==> config.mk <==
export PLATFORM = sky130hd
export DESIGN_NAME = fixed_point_inverse_mac_flat
export DESIGN_NICKNAME = d
export VERILOG_FILES = /design/src/rtl/fixed_point_inverse_mac_if.sv /design/src/rtl/fixed_point_inverse_mac.sv /design/src/flat_wrapper.sv
export SDC_FILE = /design/constraint.sdc
export NUM_CORES = 1
export LEC_CHECK = 0
export ABC_AREA = 1
export BUFFER_PORTS_ARGS = -buffer_cell sky130_fd_sc_hd__buf_2
export CAP_MARGIN = 30
export CORE_UTILIZATION = 35
export CTS_CLUSTER_DIAMETER = 100
export CTS_CLUSTER_SIZE = 25
export DETAILED_ROUTE_END_ITERATION = 10
export PLACE_DENSITY = 0.57
export SKIP_CTS_REPAIR_TIMING = 1
export SLEW_MARGIN = 20
export SYNTH_ARGS = -nofsm -noshare
export SYNTH_HDL_FRONTEND = slang
export SYNTH_SLANG_ARGS = --single-unit
==> constraint.sdc <==
create_clock -name clk -period 3 [get_ports clk]
set_input_delay 0.45 -clock clk [delete_from_list [all_inputs] [get_ports clk]]
set_output_delay 0.45 -clock clk [all_outputs]
set_load 0.01 [all_outputs]
==> src/rtl/fixed_point_inverse_mac_if.sv <==
// Operand/result bundle for the fixed-point inverse MAC solver.
// Master side drives the request; slave side (the solver) returns the result and flags.
interface fixed_point_inverse_mac_if #(
    parameter int Word_Length = 6
);
    logic                   start;
    logic [Word_Length-1:0] D;
    logic [Word_Length-1:0] B;
    logic [Word_Length-1:0] C;
    logic                   ready;
    logic                   done;
    logic [Word_Length-1:0] Q;
    logic                   overflow;
    logic                   div_by_zero;

    modport master (
        output start, D, B, C,
        input  ready, done, Q, overflow, div_by_zero
    );

    modport slave (
        input  start, D, B, C,
        output ready, done, Q, overflow, div_by_zero
    );
endinterface

==> src/rtl/fixed_point_inverse_mac.sv <==
// Solves Q = (D - C) / B in signed fixed point with a radix-2 restoring divider.
// Latency: done N_ITER cycles after the accepting edge (1 cycle for B=0); start is only taken while ready.
module fixed_point_inverse_mac #(
    parameter int Word_Length     = 6,
    parameter int Integer_Part    = 3,
    parameter int Fractional_Part = Word_Length - Integer_Part
) (
    input logic                      clk,
    input logic                      reset,
    fixed_point_inverse_mac_if.slave bus
);
    localparam int N_ITER = Word_Length + Fractional_Part + 1;
    localparam int CW     = $clog2(N_ITER + 1);
    localparam int QW     = Integer_Part + Fractional_Part;

    localparam logic [N_ITER-1:0]      HALF    = {{(N_ITER-1){1'b0}}, 1'b1} << (QW - 1);
    localparam logic [Word_Length-1:0] MAX_POS = {1'b0, {(Word_Length-1){1'b1}}};
    localparam logic [Word_Length-1:0] MIN_NEG = {1'b1, {(Word_Length-1){1'b0}}};

    typedef enum logic [1:0] {IDLE, DIVIDE, DONE} state_t;

    state_t                 state, state_nxt;
    logic [CW-1:0]          cnt;
    logic [N_ITER-1:0]      dvd;
    logic [Word_Length:0]   rem;
    logic [Word_Length-1:0] bmag;
    logic                   sign_q, n_neg, b_zero;
    logic [Word_Length-1:0] q_reg;
    logic                   ovf_reg, dbz_reg;

    logic [Word_Length:0]   n_full, n_mag;
    logic [Word_Length-1:0] b_mag;
    logic [Word_Length+1:0] rem_sh, diff;
    logic                   q_bit, finish;
    logic [Word_Length:0]   rem_nxt;
    logic [N_ITER-1:0]      dvd_nxt;
    logic [Word_Length-1:0] res_q;
    logic                   res_ovf;

    // D - C in one extra bit so the difference never wraps.
    assign n_full = {bus.D[Word_Length-1], bus.D} - {bus.C[Word_Length-1], bus.C};
    assign n_mag  = n_full[Word_Length] ? -n_full : n_full;
    assign b_mag  = bus.B[Word_Length-1] ? -bus.B : bus.B;

    // Dividend shifts out MSB-first while quotient bits fill in from the LSB.
    assign rem_sh  = {rem, dvd[N_ITER-1]};
    assign diff    = rem_sh - {2'b00, bmag};
    assign q_bit   = ~diff[Word_Length+1];
    assign rem_nxt = q_bit ? diff[Word_Length:0] : rem_sh[Word_Length:0];
    assign dvd_nxt = {dvd[N_ITER-2:0], q_bit};
    assign finish  = b_zero || (cnt == CW'(N_ITER - 1));

    always_comb begin
        res_q   = '0;
        res_ovf = 1'b0;
        if (b_zero) begin
            res_q = n_neg ? MIN_NEG : MAX_POS;
        end else if (!sign_q && dvd_nxt > HALF - 1'b1) begin
            res_q   = MAX_POS;
            res_ovf = 1'b1;
        end else if (sign_q && dvd_nxt > HALF) begin
            res_q   = MIN_NEG;
            res_ovf = 1'b1;
        end else if (sign_q) begin
            res_q = -dvd_nxt[Word_Length-1:0];
        end else begin
            res_q = dvd_nxt[Word_Length-1:0];
        end
    end

    // A zero divisor still spends one DIVIDE cycle so its result lands like any other.
    always_comb begin
        state_nxt = state;
        case (state)
            IDLE:    if (bus.start) state_nxt = DIVIDE;
            DIVIDE:  if (finish) state_nxt = DONE;
            DONE:    state_nxt = IDLE;
            default: state_nxt = IDLE;
        endcase
    end

    always_ff @(posedge clk) begin
        if (!reset) begin
            state   <= IDLE;
            cnt     <= '0;
            dvd     <= '0;
            rem     <= '0;
            bmag    <= '0;
            sign_q  <= 1'b0;
            n_neg   <= 1'b0;
            b_zero  <= 1'b0;
            q_reg   <= '0;
            ovf_reg <= 1'b0;
            dbz_reg <= 1'b0;
        end else begin
            state <= state_nxt;
            case (state)
                IDLE: begin
                    if (bus.start) begin
                        dvd    <= {n_mag, {Fractional_Part{1'b0}}};
                        bmag   <= b_mag;
                        sign_q <= n_full[Word_Length] ^ bus.B[Word_Length-1];
                        n_neg  <= n_full[Word_Length];
                        b_zero <= (bus.B == '0);
                        rem    <= '0;
                        cnt    <= '0;
                    end
                end
                DIVIDE: begin
                    if (!b_zero) begin
                        rem <= rem_nxt;
                        dvd <= dvd_nxt;
                        cnt <= cnt + 1'b1;
                    end
                    if (finish) begin
                        q_reg   <= res_q;
                        ovf_reg <= res_ovf;
                        dbz_reg <= b_zero;
                    end
                end
                default: ;
            endcase
        end
    end

    assign bus.ready       = (state == IDLE);
    assign bus.done        = (state == DONE);
    assign bus.Q           = q_reg;
    assign bus.overflow    = ovf_reg;
    assign bus.div_by_zero = dbz_reg;
endmodule
==> src/flat_wrapper.sv <==
// flat-port wrapper written by rule: the top's interface ports become plain ports
module fixed_point_inverse_mac_flat 
#(
    parameter int Word_Length     = 6,
    parameter int Integer_Part    = 3,
    parameter int Fractional_Part = Word_Length - Integer_Part
)
  (clk, reset, bus_start, bus_D, bus_B, bus_C, bus_ready, bus_done, bus_Q, bus_overflow, bus_div_by_zero);
  fixed_point_inverse_mac_if #(.Word_Length(Word_Length)) bus_i ();
  input logic clk;
  input logic reset;
  input wire logic [$bits(bus_i.start)-1:0] bus_start;
  input wire logic [$bits(bus_i.D)-1:0] bus_D;
  input wire logic [$bits(bus_i.B)-1:0] bus_B;
  input wire logic [$bits(bus_i.C)-1:0] bus_C;
  output wire logic [$bits(bus_i.ready)-1:0] bus_ready;
  output wire logic [$bits(bus_i.done)-1:0] bus_done;
  output wire logic [$bits(bus_i.Q)-1:0] bus_Q;
  output wire logic [$bits(bus_i.overflow)-1:0] bus_overflow;
  output wire logic [$bits(bus_i.div_by_zero)-1:0] bus_div_by_zero;
  assign bus_i.start = bus_start;
  assign bus_i.D = bus_D;
  assign bus_i.B = bus_B;
  assign bus_i.C = bus_C;
  assign bus_ready = bus_i.ready;
  assign bus_done = bus_i.done;
  assign bus_Q = bus_i.Q;
  assign bus_overflow = bus_i.overflow;
  assign bus_div_by_zero = bus_i.div_by_zero;
  fixed_point_inverse_mac #(.Word_Length(Word_Length), .Integer_Part(Integer_Part), .Fractional_Part(Fractional_Part)) u_core (.clk(clk), .reset(reset), .bus(bus_i));
endmodule
==> impl_metrics.ini <==
[run_status]
status = finished clean

[logic_synthesis]
synth-xor-area-share_pct = 4.32
yosysTopAreaCell = dfxtp_1
synth-edff-count = 0
postSynthAreaPerCell_um2 = 6.90
syn_area_um2 = 2640
synth-seq-cells = 40
synth_seq_area_share_pct = 30.4
ys_async_sr_fraction_pct = 0
yosys.area.top_type_share_pct = 30.4
synth_top_family_by_area = simple AND/OR/NAND/NOR gates
syn_inst = 382
post_synth_num_cell_types = 34
yosys.area_share.adder_pct = 9.59
yosysWarnings = 0
synth_nets = 422
synth_compound_area_share_pct = 16.4
synth.area.top_cells = dfxtp_1 (30%), nand2_1 (12%), ha_1 (8.1%)
ys.flop_type = dfxtp_1
synthMuxAreaShare_pct = 0
synth-simple-area-share_pct = 29.6

[critical_path]
crit_fanout = 18
reg2reg_depth = 15
cpMostUsedCell = nand2_1
crit_start = u_core.bmag[4]
critical_path.max_stage_delay_ns = 0.34
required_ns = 3.22
path_buf_inv = 2
cp-end-kind = flip-flop
worstSetupPathType = reg -> reg
arrival_ns = 2.52
cp_top_family = simple AND/OR/NAND/NOR gates
slowest_stage = ha_1
reg2reg_from = u_core.bmag[4]
start_kind = flip-flop
path_cells = inv_1 -> ha_1 -> nand2_1 -> nand2_1 -> a21oi_2 -> nand3_2 -> nand2_4 -> inv_1 -> ha_1 -> a21oi_1 -> xor2_1 -> nand2_1 -> nand2_1 -> nand2_1 -> a21oi_1
cp.depth = 15

[floorplan]
core.rowCount = 31
start_util_pct = 36.3
die_h_um = 88.8
die_area_um2 = 7880
die_x_um = 88.8
num_io_pins = 31
core_um2 = 7250

[worst_hold_path]
worstHoldStart = bus_B[2]
hold_class = in -> reg
hold-path-cell-count = 3

[cells_and_area]
fillers = 805
n_antenna_cell = 0
final_nets = 454
regArea_um2 = 801
syn_to_final_growth_pct = 14.4
multi_input_area_um2 = 1580
final_cells = 513
drive_gt1_share_pct = 14.7
final_cell_area_um2 = 3020
final_util_pct = 41.6

[power_and_ir_drop]
combPwrFrac_pct = 50.4
power.internal_uw = 1370
p_seq_share_pct = 28.3
sw_frac_of_total_pct = 42.4
pwr-share-clk_pct = 21.4
power.leakage_uw = 0.00142
p_switching_uw = 1010
fin_total_pwr_uw = 2390
max-vdd-ir-drop_mv = 0.367
powerDensity_nw_per_um2 = 791

[placed_design]
place.gp.congestion = 0.844
placed_cells = 506
dpl_cell_area_um2 = 2890
place_hpwl_um = 4590
port_buffers = 30

[routing]
drtIter0Drc = 56
wl_um = 5790
via_per_inst = 4.78
drc = 0
first_pass_iters = 4
via_count = 2451
ant_nets = 0
wire_per_inst_um = 11.3

[sta]
worst_pin_slew_ns = 0.389
tns_ns = 0
finalHoldViolCount = 0
rsz0062_at_grt = false
fin_crit_sh_pct = 76.5
max_freq_ghz = 0.436
finalSetupViolations = 0
min_period_ns = 2.30
finalClockSkew_ns = 0.00807
slew_headroom_pct = 74.0
finalMaxSlewViolations = 0

[cts]
clockRootBuffer = clkbuf_8
cts_buffers = 5
cts_tree = done
cts.path.max_buffers = 2
ctsHtreeMaxLevel = 2
numClockSinks = 40
clock_latency_ns = 0.29
clk_pin_slew_ns = 0.08

[grt]
grt_pass1_wl_um = 9780
grt_pass1_vias = 2237
gr-total-overflow = 0
grt_use_total_pct = 16.1
antenna_found_initial = 0
grt_max_degree = 24

[run]
drv_cap = 0
synth_stat cells (all sizes together) (3+ instances only):
master,n
clkbuf,3
ha,17
o211ai,9
inv,58
o22ai,6
a31oi,3
xor2,11
o21ai,17
a21oi,36
nand4,5
buf,4
dfxtp,40
nor2,36
nand2,88
or2,5
nor3,7
nand3,29
state kept, by name, indices dropped and copies added (netlist names):
name                    count
u_core.dvd                 10
u_core.rem                  7
u_core.bmag                 6
u_core.bus.Q                6
u_core.cnt                  4
u_core.state                2
u_core.b_zero               1
u_core.bus.div_by_zero      1
u_core.bus.overflow         1
u_core.n_neg                1
u_core.sign_q               1
through the flow:
step	setup slack (ns)	hold WS, ns
3_3_place_gp	0.708	0.455
2_1_floorplan	0.832	0.458
3_5_place_dp	0.669	0.457
4_1_cts	0.691	0.458
6_report	0.705	0.464
5_1_grt	0.483	0.486
path summary, 6_finish.rpt:
kind	slack, ns	endpoint
worst max-delay path	0.70	u_core.bus.Q[4]
worst min-delay path	0.46	u_core.bmag[2]
worst max register to register	0.70	u_core.bus.Q[4]
worst min register to register	0.46	u_core.bus.div_by_zero
per-layer routing:
layer  vias up  wire, um  track usage, %
met1      1100      2880            19.9
met2        35      2630            28.3
li1       1310         -               -
met3         6       192            3.17
met5         -         0               0
met4         0        82            4.55
kinds of logic (layout without fill, tap and decap cells):
family	after synthesis	count (layout)
AND/OR/NAND/NOR	172	172
adder cells (fa/ha/maj)	19	19
AO/OA/AOI/OAI	73	73
flip-flops	40	40
buffers and inverters	65	97
XOR/XNOR	13	13
power by group through the flow:
stage | registers (uW) | logic, uW | clock network [uW]
detailed placement | 685 | 1210 | 0
floorplan | 664 | 1050 | 0
CTS | 673 | 1210 | 517
global route | 686 | 1380 | 541
global placement | 685 | 1190 | 0
finish | 674 | 1200 | 510
area by class of cell:
class / count / share of cell area [%]
clock buffer: 5 / 2.28
clock inverter: 2 / 1.99
inverter: 58 / 7.22
multi-input combinational: 277 / 52.4
sequential: 40 / 26.6
tap: 99 / 4.11
timing repair buffer: 32 / 5.48
worst reg2reg max path: cells and delay by family (launching register included):
family	cells	cell delay, ns
AOI/OAI and AO/OA	3	0.42
xor gates and xnor gates	1	0.15
adders and majority gates	2	0.54
buffers and inverters	2	0.13
DFF	1	0.31
and+or+nand+nor	7	0.68
placed cells by master (no fill, tap or decap), drive strengths merged:
cell,n
o21ai,17
nand2,88
nand3b,1
dfxtp,40
a31oi,3
nor3,7
xor2,11
or2,5
o22ai,6
buf,32
nand3,29
fa,2
o211ai,9
inv,58
bufinv,2
clkbuf,5
ha,17
xnor2,2
and2,1
nor2,36
nand4,5
o21bai,2
a21oi,36
(Power assumes the default switching activity.)
